## src/rtl/pipe_reg_chain.sv

```systemverilog
// Configurable chain of pipeline registers with valid tracking, per-stage stall/flush,
// output backpressure and forwarding taps on every stage.
module pipe_reg_chain #(
    parameter int STAGES = 4,
    parameter int DATA_W = 64
) (
    input  logic                       clk,
    input  logic                       rst,
    input  logic                       in_valid,
    input  logic [DATA_W-1:0]          in_data,
    output logic                       in_ready,
    input  logic [STAGES-1:0]          stall_i,
    input  logic [STAGES-1:0]          flush_i,
    output logic                       out_valid,
    output logic [DATA_W-1:0]          out_data,
    input  logic                       out_ready,
    output logic [STAGES-1:0]          stage_valid_o,
    output logic [STAGES*DATA_W-1:0]   stage_data_o,
    output logic [31:0]                stall_cnt_o
);

    logic [STAGES-1:0] valid_q;
    logic [STAGES-1:0] valid_d;
    logic [STAGES-1:0] hold;
    logic [DATA_W-1:0] data_q [STAGES];
    logic [DATA_W-1:0] data_d [STAGES];
    logic [31:0]       stall_cnt_q;

    // Hold ripples from the output side toward stage 0; a running scalar keeps
    // the chain free of self-referencing vector bits.
    always_comb begin
        logic h;
        hold = '0;
        h    = stall_i[STAGES-1] | (valid_q[STAGES-1] & ~out_ready);
        hold[STAGES-1] = h;
        for (int k = STAGES - 2; k >= 0; k--) begin
            h       = stall_i[k] | h;
            hold[k] = h;
        end
    end

    always_comb begin
        valid_d = valid_q;
        for (int k = 0; k < STAGES; k++) begin
            data_d[k] = data_q[k];
        end

        if (flush_i[0]) begin
            valid_d[0] = 1'b0;
            data_d[0]  = '0;
        end else if (!hold[0]) begin
            valid_d[0] = in_valid;
            data_d[0]  = in_valid ? in_data : '0;
        end

        // A stage only inherits its upstream neighbour when that neighbour is
        // moving and not being killed; otherwise it takes a zeroed bubble.
        for (int k = 1; k < STAGES; k++) begin
            if (flush_i[k]) begin
                valid_d[k] = 1'b0;
                data_d[k]  = '0;
            end else if (!hold[k]) begin
                if (!hold[k-1] && !flush_i[k-1] && valid_q[k-1]) begin
                    valid_d[k] = 1'b1;
                    data_d[k]  = data_q[k-1];
                end else begin
                    valid_d[k] = 1'b0;
                    data_d[k]  = '0;
                end
            end
        end
    end

    always_ff @(posedge clk or negedge rst) begin
        if (!rst) begin
            valid_q     <= '0;
            stall_cnt_q <= '0;
            for (int k = 0; k < STAGES; k++) begin
                data_q[k] <= '0;
            end
        end else begin
            valid_q <= valid_d;
            for (int k = 0; k < STAGES; k++) begin
                data_q[k] <= data_d[k];
            end
            if (in_valid && hold[0]) begin
                stall_cnt_q <= stall_cnt_q + 32'd1;
            end
        end
    end

    always_comb begin
        stage_data_o = '0;
        for (int k = 0; k < STAGES; k++) begin
            stage_data_o[k*DATA_W +: DATA_W] = data_q[k];
        end
    end

    assign in_ready      = ~hold[0];
    assign out_valid     = valid_q[STAGES-1];
    assign out_data      = data_q[STAGES-1];
    assign stage_valid_o = valid_q;
    assign stall_cnt_o   = stall_cnt_q;

endmodule

```

## config.mk

```make
export PLATFORM = sky130hd
export DESIGN_NAME = pipe_reg_chain
export DESIGN_NICKNAME = d
export VERILOG_FILES = /design/src/rtl/pipe_reg_chain.sv
export SDC_FILE = /design/constraint.sdc
export NUM_CORES = 1
export LEC_CHECK = 0
export BUFFER_PORTS_ARGS = -buffer_cell sky130_fd_sc_hd__buf_2
export CAP_MARGIN = 10
export CORE_AREA = 2 2 169 171
export DETAILED_ROUTE_END_ITERATION = 10
export DIE_AREA = 0 0 171 173
export PLACE_DENSITY = 0.68
export SYNTH_ARGS = -nofsm -noshare
export SYNTH_HDL_FRONTEND = slang
export SYNTH_SLANG_ARGS = --single-unit
```

## constraint.sdc

```tcl
create_clock -name clk -period 2.28 [get_ports clk]
set_input_delay 0 -clock clk [delete_from_list [all_inputs] [get_ports clk]]
set_output_delay 0 -clock clk [all_outputs]
set_load 0.05 [all_outputs]
```

==> results of run 1 <==
-- worst max-delay path, cell delays in order (launching register included) --
cell           delay, ns
dfrtp_2             0.43
nor2b_4             0.15
o41ai_4             0.65
dlygate4sd3_1       0.70
xnor2_1             0.13
-- metal layers --
| layer | part of all wire | GRT usage | vias to the layer above |
|---|---|---|---|
| met5 | 0 | 0 | - |
| met4 | 0.029 | 0.0674 | 0 |
| met3 | 0.066 | 0.0414 | 74 |
| met2 | 0.49 | 0.347 | 348 |
| met1 | 0.42 | 0.280 | 4287 |
| li1 | - | - | 3758 |
-- state kept, by name, summed over array words and instances, names as in the netlist --
register,count
stage_valid_o,4
stall_cnt_o,32
out_data,64
stage_data_o,192
-- repair_timing --
| item | CTS | global route |
|---|---|---|
| endpoints found under the hold margin | 275 | 0 |
| resized for setup | 0 | 0 |
| hold buffers | 68 | 0 |
| endpoints found under the setup margin | 0 | 22 |
-- metrics by stage --
step / cells / cell area (um^2)
after floorplan: 783 / 11200
after global placement: 1494 / 13400
after detailed placement: 1494 / 13400
after CTS: 1618 / 15200
after global routing: 1621 / 15200
final: 1621 / 15200
-- final cells by class --
cell class	instances	area (um^2)
Fill cell	2351	12400
Sequential cell	292	7310
Timing Repair Buffer	523	3160
Multi-Input combinational cell	369	3110
Clock buffer	45	948
Tap cell	378	473
Clock inverter	11	190
Antenna cell	2	5.00
Inverter	1	3.75
-- where the power goes --
group          total [mW]  switching, mW  internal, mW
registers            5.36          0.104          5.26
clock network        5.43           2.00          3.43
logic               0.902          0.621         0.282
-- path summary, 6_finish.rpt --
| check | startpoint | endpoint | slack (ns) |
|---|---|---|---|
| min in group clk | flush_i[1] | stage_data_o[77] | 0.05 |
| setup / recovery | stage_valid_o[3] | stall_cnt_o[0] | 0.14 |
| setup reg to reg | stage_valid_o[3] | stall_cnt_o[0] | 0.14 |
| max in group asynchronous | rst | out_data[14] | 1.44 |
| hold reg to reg | stall_cnt_o[31] | stall_cnt_o[31] | 0.48 |
| hold / removal | rst | stage_data_o[50] | 0.04 |
-- layout by cell type, fill, tap and decap left out, types with 5 or more instances in the layout --
| master | n |
|---|---|
| xnor2_1 | 23 |
| nand3_1 | 16 |
| nand2_1 | 14 |
| buf_4 | 11 |
| xor2_1 | 8 |
| buf_12 | 11 |
| a22o_1 | 256 |
| clkbuf_16 | 31 |
| nor2_1 | 11 |
| clkbuf_8 | 12 |
| buf_2 | 432 |
| bufinv_16 | 5 |
| nand4_1 | 5 |
| dfrtp_1 | 291 |
| dlygate4sd3_1 | 68 |
-- kinds of logic (layout without fill, tap and decap cells) --
logic type	Yosys count	after routing	synth area share
compound gates	262	262	0.206
xor+xnor	31	31	0.0243
fa+ha+maj	1	1	0.00112
buf+inv	123	580	0.0745
flops	292	292	0.653
other cells	0	2	0
simple gates	74	75	0.0403
==> results.cfg, run 1 <==
[clocking]
post_cts_buffers = 0
clock_sinks = 292
ctsLongestPathBuffers = 3
clock_tree.root_cell = clkbuf_16
cts_tree = built
clk_pin_slew_ns = 0.06
h-tree-depth = 1
clk_latency_ns = 0.54
cts_buffers = 30

[power_and_ir_drop]
power.total_mw = 11.7
leakagePower_nw = 8.42
powerDensity_mw_per_mm2 = 770
vdd.ir_drop.worst_mv = 0.539

[yosys]
syn_inst = 783
synth_top_area_share = 0.653
syn_area_per_cell_um2 = 14.3
synth_common_cells = 292 x dfrtp_1, 256 x a22o_1, 82 x buf_4
synth_area_leaders = dfrtp_1 65%, a22o_1 20%, buf_4 5.5%
synth.yosys.seq_area_share = 0.653
synth_top_area_cell = dfrtp_1
yosys_warnings = 0
ys_types = 34
synth_area_mm2 = 0.0112
synthArstFlopShare = 1.00
synth_seq_cells = 292
synth_nets = 860
synthMostInstantiatedCell = dfrtp_1
synth_edf_count = 0
synth_ff_type = dfrtp_1

[floorplan]
floorplan.rows = 61
die_w_um = 171
die_y_um = 173
core-area_mm2 = 0.0276
num_io_pins = 434
die_area_mm2 = 0.0296
start_util = 0.405

[timing]
fin_tns_setup_ns = 0
whs_ns = 0.0397
setup_violations = 0
min_period_ns = 2.14
grt_setup_unrepaired = false
tightest_slew_ns = 1.04
fin_crit_sh = 0.937
finalMaxSlewViolations = 0
finalHoldViolCount = 0
fmax_ghz = 0.468
slew_headroom = 0.309
setup_ws_ns = 0.144
fin_skew_ns = 0.0159

[worst_setup_path]
critPathLaunchType = flop
end_kind = flop
critPathKind = flop to flop
cp_data_arrival_time_ns = 2.60
crit_required_ns = 2.75
worst-path-max-fanout = 8
r2r_cells = 4

[global_routing]
grt_max_degree = 87
antenna_found_initial = 2
grt_first_pass_wirelength_um = 49700
grt_overflow_total = 0
grt_usage = 0.210
grt_pass1_vias = 8409

[placed_design]
globalplace.congestion = 0.853
pre_cts_ws_ns = 0.0577
io_buffers = 433
dp_hpwl_um = 22000

[status]
status = completed

[job]
max_cap_violations = 0

[drt]
final_antenna_net_count = 0
vias = 8467
via_per_inst = 5.22
drt-total-wl_um = 32100
drt_iter0_markers = 464
drt_first_pass_iters = 4
drc = 0
wl_per_cell_um = 19.8

[final_layout]
final_util = 0.550
nets = 1294
drive_gt1_frac = 0.427
area.growth.synth_to_final_pct = 35.9

[hold_path]
min_path_type = input port to asynchronous set/reset pin
No activity file was read; power rests on OpenSTA's default activity.
==> run 2: changes to the inputs <==
--- a/config.mk
+++ b/config.mk
@@ -8,9 +8,11 @@
 export BUFFER_PORTS_ARGS = -buffer_cell sky130_fd_sc_hd__buf_2
 export CAP_MARGIN = 10
 export CORE_AREA = 2 2 169 171
+export CTS_CLUSTER_SIZE = 30
 export DETAILED_ROUTE_END_ITERATION = 10
 export DIE_AREA = 0 0 171 173
 export PLACE_DENSITY = 0.68
+export REMOVE_ABC_BUFFERS = 1
 export SYNTH_ARGS = -nofsm -noshare
 export SYNTH_HDL_FRONTEND = slang
 export SYNTH_SLANG_ARGS = --single-unit
==> run 2 against run 1 <==
Setup slack gained 0.036 ns. Count of clock-buffer cells in the layout is the same. Flip-flop and latch count did not move. Register-to-register slack better by 0.04 ns. Hold slack worse by 0.027 ns. Total power fell by 4.4%. Wire length up 5.2%. Sequential power hardly changed. Non-clock buffer count decreased by 1. Sequential share of layout area grew 0.55 points. Final area decreased by 1.2%. Largest cell class unchanged.
==> results.cfg, run 2 (synthesis results as in run 1) <==
[status]
status = completed

[power_and_ir_drop]
power_frac_seq = 0.479
power.total_mw = 11.2
leakagePower_nw = 8.34
vdd.ir_drop.worst_mv = 0.703
swShare = 0.245
p_switching_mw = 2.74
powerDensity_mw_per_mm2 = 745
p_clk_frac = 0.440
p_int_mw = 8.44
power_frac_comb = 0.081

[placed_design]
io_buffers = 433
globalplace.congestion = 0.847
dp_hpwl_um = 22500

[final_layout]
multi_input_area_mm2 = 0.00310
regArea_mm2 = 0.00731
mostFrequentLayoutCell = buf_2
diodes = 0
fill_cells = 2319
drive_gt1_frac = 0.424
largest_reg_flops = 192
nets = 1293
area.growth.synth_to_final_pct = 34.3
layout_common_cells = 432 x buf_2, 292 x dfrtp_1, 256 x a22o_1

[worst_setup_path]
crit_buf_inv = 1
critPathKind = flop to output pin
critPathTopFamily = simple AND/OR/NAND/NOR gates
end_kind = output pin
critical_path.startpoint = stage_valid_o[3]
timing.rr.end = stage_data_o[56]
worst-path-max-fanout = 6
crit_required_ns = 2.28
slowest_delay_ns = 0.40
cp_data_arrival_time_ns = 2.10
r2r_cells = 6
critPathLaunchType = flop
rrSetupSlack_ns = 0.18
crit_chain = nor2b_4 -> or2_1 -> nor3_2 -> buf_2
rr_startpoint = stage_valid_o[3]
crit_slowest_cell = dfrtp_1

[drt]
drt_first_pass_iters = 5
drc = 0
final_antenna_net_count = 0
via_per_inst = 5.31
vias = 8580
wl_per_cell_um = 20.9
drt-total-wl_um = 33800
drt_iter0_markers = 582

[clocking]
clk_latency_ns = 0.55
cts_resized = 0
cts_buffers = 30
h-tree-depth = 1
clock_tree.root_cell = clkbuf_16
post_cts_buffers = 0
ctsLongestPathBuffers = 3
clk_pin_slew_ns = 0.07
clock_sinks = 292
cts_tree = built

[timing]
fin_skew_ns = 0.00980
min_period_ns = 2.10
tightest_slew_ns = 0.969
finalMaxSlewViolations = 0
setup_violations = 0
grt_setup_unrepaired = false
slew_headroom = 0.354
fmax_ghz = 0.476
fin_crit_sh = 0.921
finalHoldViolCount = 0
fin_tns_setup_ns = 0

[floorplan]
die_area_mm2 = 0.0296
die_w_um = 171
start_util = 0.405
num_io_pins = 434
floorplan.rows = 61
die_y_um = 173
core-area_mm2 = 0.0276

[job]
max_cap_violations = 0

[global_routing]
grt_max_degree = 72
antenna_found_initial = 1
grt_usage = 0.220
grt_first_pass_wirelength_um = 51400
grt_pass1_vias = 8704
grt_overflow_total = 0

[hold_path]
min_path_type = input port to asynchronous set/reset pin
## run 2: changes by cell type in the layout (fill, tap and decap cells not counted), sizes merged
cell	before	now
clkinv	4	7
inv	2	1
clkinvlp	1	2
bufinv	5	1
buf	455	454
diode	2	0
## run 2: worst max path at each step
stage,endpoint,cells past startpoint
after floorplan,stage_data_o[100],4
after global placement,out_data[54],5
after detailed placement,out_data[6],5
after CTS,out_data[6],5
after global routing,stage_data_o[56],6
final,in_ready,4
## run 2: power by group through the flow
stage | sequential, mW | combinational (mW) | clock [mW]
final | 5.35 | 0.902 | 4.93
after global routing | 5.37 | 0.963 | 5.25
after global placement | 5.45 | 0.801 | 0
after CTS | 5.35 | 0.904 | 5.02
after floorplan | 5.70 | 0.169 | 0
after detailed placement | 5.45 | 0.808 | 0
## run 2: metal layers
metal | track usage | part of all wire | vias to the layer above
met1 | 0.280 | 0.40 | 4376
met5 | 0 | 0.00021 | -
met2 | 0.374 | 0.49 | 385
met3 | 0.0469 | 0.075 | 73
li1 | - | - | 3744
met4 | 0.0667 | 0.028 | 2
## run 2: cell type report
type,count,share of cell area
repair buffers,522,0.208
flip-flops and latches,292,0.487
clock inverters,10,0.00533
clock buffers,45,0.0618
multi-input cells,369,0.206
well taps,378,0.0315
inverters,1,0.000250
## run 2: metrics by stage
step | setup WS (ns) | utilization | hold slack [ns] | instances | area (um^2)
floorplan | -4.20 | - | -0.296 | 661 | 10400
global placement | 0.130 | 0.482 | 0.0103 | 1493 | 13300
detailed placement | 0.0552 | 0.482 | 0.0134 | 1493 | 13300
CTS | 0.0312 | 0.543 | 0.00751 | 1616 | 15000
global route | 0.0753 | 0.544 | 0.0373 | 1617 | 15000
finish | 0.180 | 0.544 | 0.0130 | 1617 | 15000
## run 2: what timing repair did
item / 4_1_cts / 5_1_grt
endpoints found under the setup margin: 0 / 31
hold buffers: 68 / 0
endpoints found under the hold margin: 380 / 0
==> run 3: changes to the inputs <==
--- a/config.mk
+++ b/config.mk
@@ -12,6 +12,7 @@
 export DETAILED_ROUTE_END_ITERATION = 10
 export DIE_AREA = 0 0 171 173
 export PLACE_DENSITY = 0.68
+export RECOVER_POWER = 25
 export REMOVE_ABC_BUFFERS = 1
 export SYNTH_ARGS = -nofsm -noshare
 export SYNTH_HDL_FRONTEND = slang
==> run 3 against run 2 <==
The run now ends with capacitance limit, slew limit left. Total power is 0.14% lower. Flip-flop and latch count stayed put. Cell count stayed put. Core utilization is 0.086 points lower. Largest power group unchanged.
==> results.cfg, run 3 (synthesis results as in run 1) <==
[power_and_ir_drop]
vdd.ir_drop.worst_mv = 0.702
powerDensity_mw_per_mm2 = 745
leakagePower_nw = 8.33

[timing]
whs_ns = 0.0660
fin_crit_sh = 0.920
fmax_ghz = 0.477
slew_headroom = -0.216
fin_skew_ns = 0.00951
finalHoldViolCount = 0
setup_violations = 0
setup_ws_ns = 0.183
min_period_ns = 2.10
tightest_slew_ns = 1.82
finalMaxSlewViolations = 66
fin_tns_setup_ns = 0
grt_setup_unrepaired = false

[final_layout]
fill_cells = 2324
post-route-cell-area_mm2 = 0.0150
diodes = 0
mostFrequentLayoutCell = buf_2
layout_common_cells = 432 x buf_2, 292 x dfrtp_1, 256 x a22o_1
nets = 1293
largest_reg_flops = 192
area.growth.synth_to_final_pct = 34.1
layoutNonFillerInstCount = 1617
drive_gt1_frac = 0.424

[clocking]
post_cts_buffers = 0
clock_tree.root_cell = clkbuf_16
ctsLongestPathBuffers = 3
cts_tree = built
h-tree-depth = 1
cts_buffers = 30
clock_sinks = 292
cts_resized = 0
clk_latency_ns = 0.55
clk_pin_slew_ns = 0.07

[floorplan]
die_area_mm2 = 0.0296
core-area_mm2 = 0.0276
floorplan.rows = 61
die_w_um = 171
start_util = 0.405
num_io_pins = 434
die_y_um = 173

[job]
max_cap_violations = 1

[worst_setup_path]
critPathKind = flop to output pin
rrSetupSlack_ns = 0.19
crit_required_ns = 2.28
rr_startpoint = stage_valid_o[3]
critical_path.startpoint = stage_valid_o[3]
end_kind = output pin
timing.rr.end = stage_data_o[56]
cp_data_arrival_time_ns = 2.10
crit_path_end = in_ready
critPathLaunchType = flop
r2r_cells = 6
worst-path-max-fanout = 6

[global_routing]
antenna_found_initial = 1
grt_overflow_total = 0
grt_first_pass_wirelength_um = 51400
grt_pass1_vias = 8704
grt_max_degree = 72
grt_usage = 0.220

[drt]
drt-total-wl_um = 33600
final_antenna_net_count = 0
vias = 8523
wl_per_cell_um = 20.8
drt_first_pass_iters = 4
via_per_inst = 5.27
drt_iter0_markers = 546
drc = 0

[placed_design]
io_buffers = 433
dp_hpwl_um = 22500
place_area_mm2 = 0.0133
dp_cells = 1493
pre_cts_ws_ns = 0.0552
globalplace.congestion = 0.847

[status]
status = finished, violations left
violations = capacitance limit, slew limit

[hold_path]
min_path_type = input port to flop
run 3: cell count changes in the layout (fill, tap and decap cells not counted), sizes merged:
cell,change
buf,-3
clkbuf,+3
run 3: routing by layer:
metal / wire, um / GRT usage / share of wire / vias up
li1: - / - / - / 3747
met4: 880 / 0.0667 / 0.026 / 2
met5: 7 / 0 / 0.00021 / -
met2: 16900 / 0.374 / 0.50 / 386
met1: 13100 / 0.280 / 0.39 / 4319
met3: 2720 / 0.0469 / 0.081 / 69
run 3: worst max-delay path: stages, from the launching register on:
cell and delay, ns:
dfrtp_1 0.40, nor2b_4 0.15, or2_1 0.33, nor3_2 0.30
buf_2 0.36
run 3: area by class of cell:
cell class	count	area, um^2	share of cell area
Clock buffer	45	928	0.0619
Multi-Input combinational cell	369	3100	0.207
Clock inverter	10	80.1	0.00534
Timing Repair Buffer	522	3100	0.207
Inverter	1	3.75	0.000250
Tap cell	378	473	0.0315
Sequential cell	292	7310	0.487
run 3: metrics by stage:
stage | total power, mW | utilization
final | 11.2 | 0.543
after floorplan | 5.86 | -
after global routing | 11.6 | 0.543
after global placement | 6.25 | 0.482
after detailed placement | 6.26 | 0.482
after CTS | 11.3 | 0.543
run 3: where the power goes:
| part | total [mW] | internal, mW | leakage [nW] | switching, mW |
|---|---|---|---|---|
| sequential | 5.36 | 5.26 | 4.05 | 0.0982 |
| combinational | 0.896 | 0.273 | 3.78 | 0.623 |
| clock | 4.92 | 2.91 | 0.500 | 2.01 |
run 3: repair_timing:
action                                  4_1_cts  5_1_grt
endpoints found under the setup margin        0       31
hold endpoints to repair                    380        0
hold buffers                                 68        0
run 3: worst min-delay path by stage:
stage                     slack [ns]        from                 to  cells after the start
after global placement          0.01         rst   stage_data_o[45]                      1
after floorplan                -0.30         rst        out_data[0]                      0
after detailed placement        0.01         rst   stage_data_o[45]                      1
after global routing            0.06  flush_i[1]   stage_data_o[92]                      4
after CTS                      0.008         rst       out_data[15]                      2
final                           0.07  flush_i[1]  stage_data_o[110]                      4
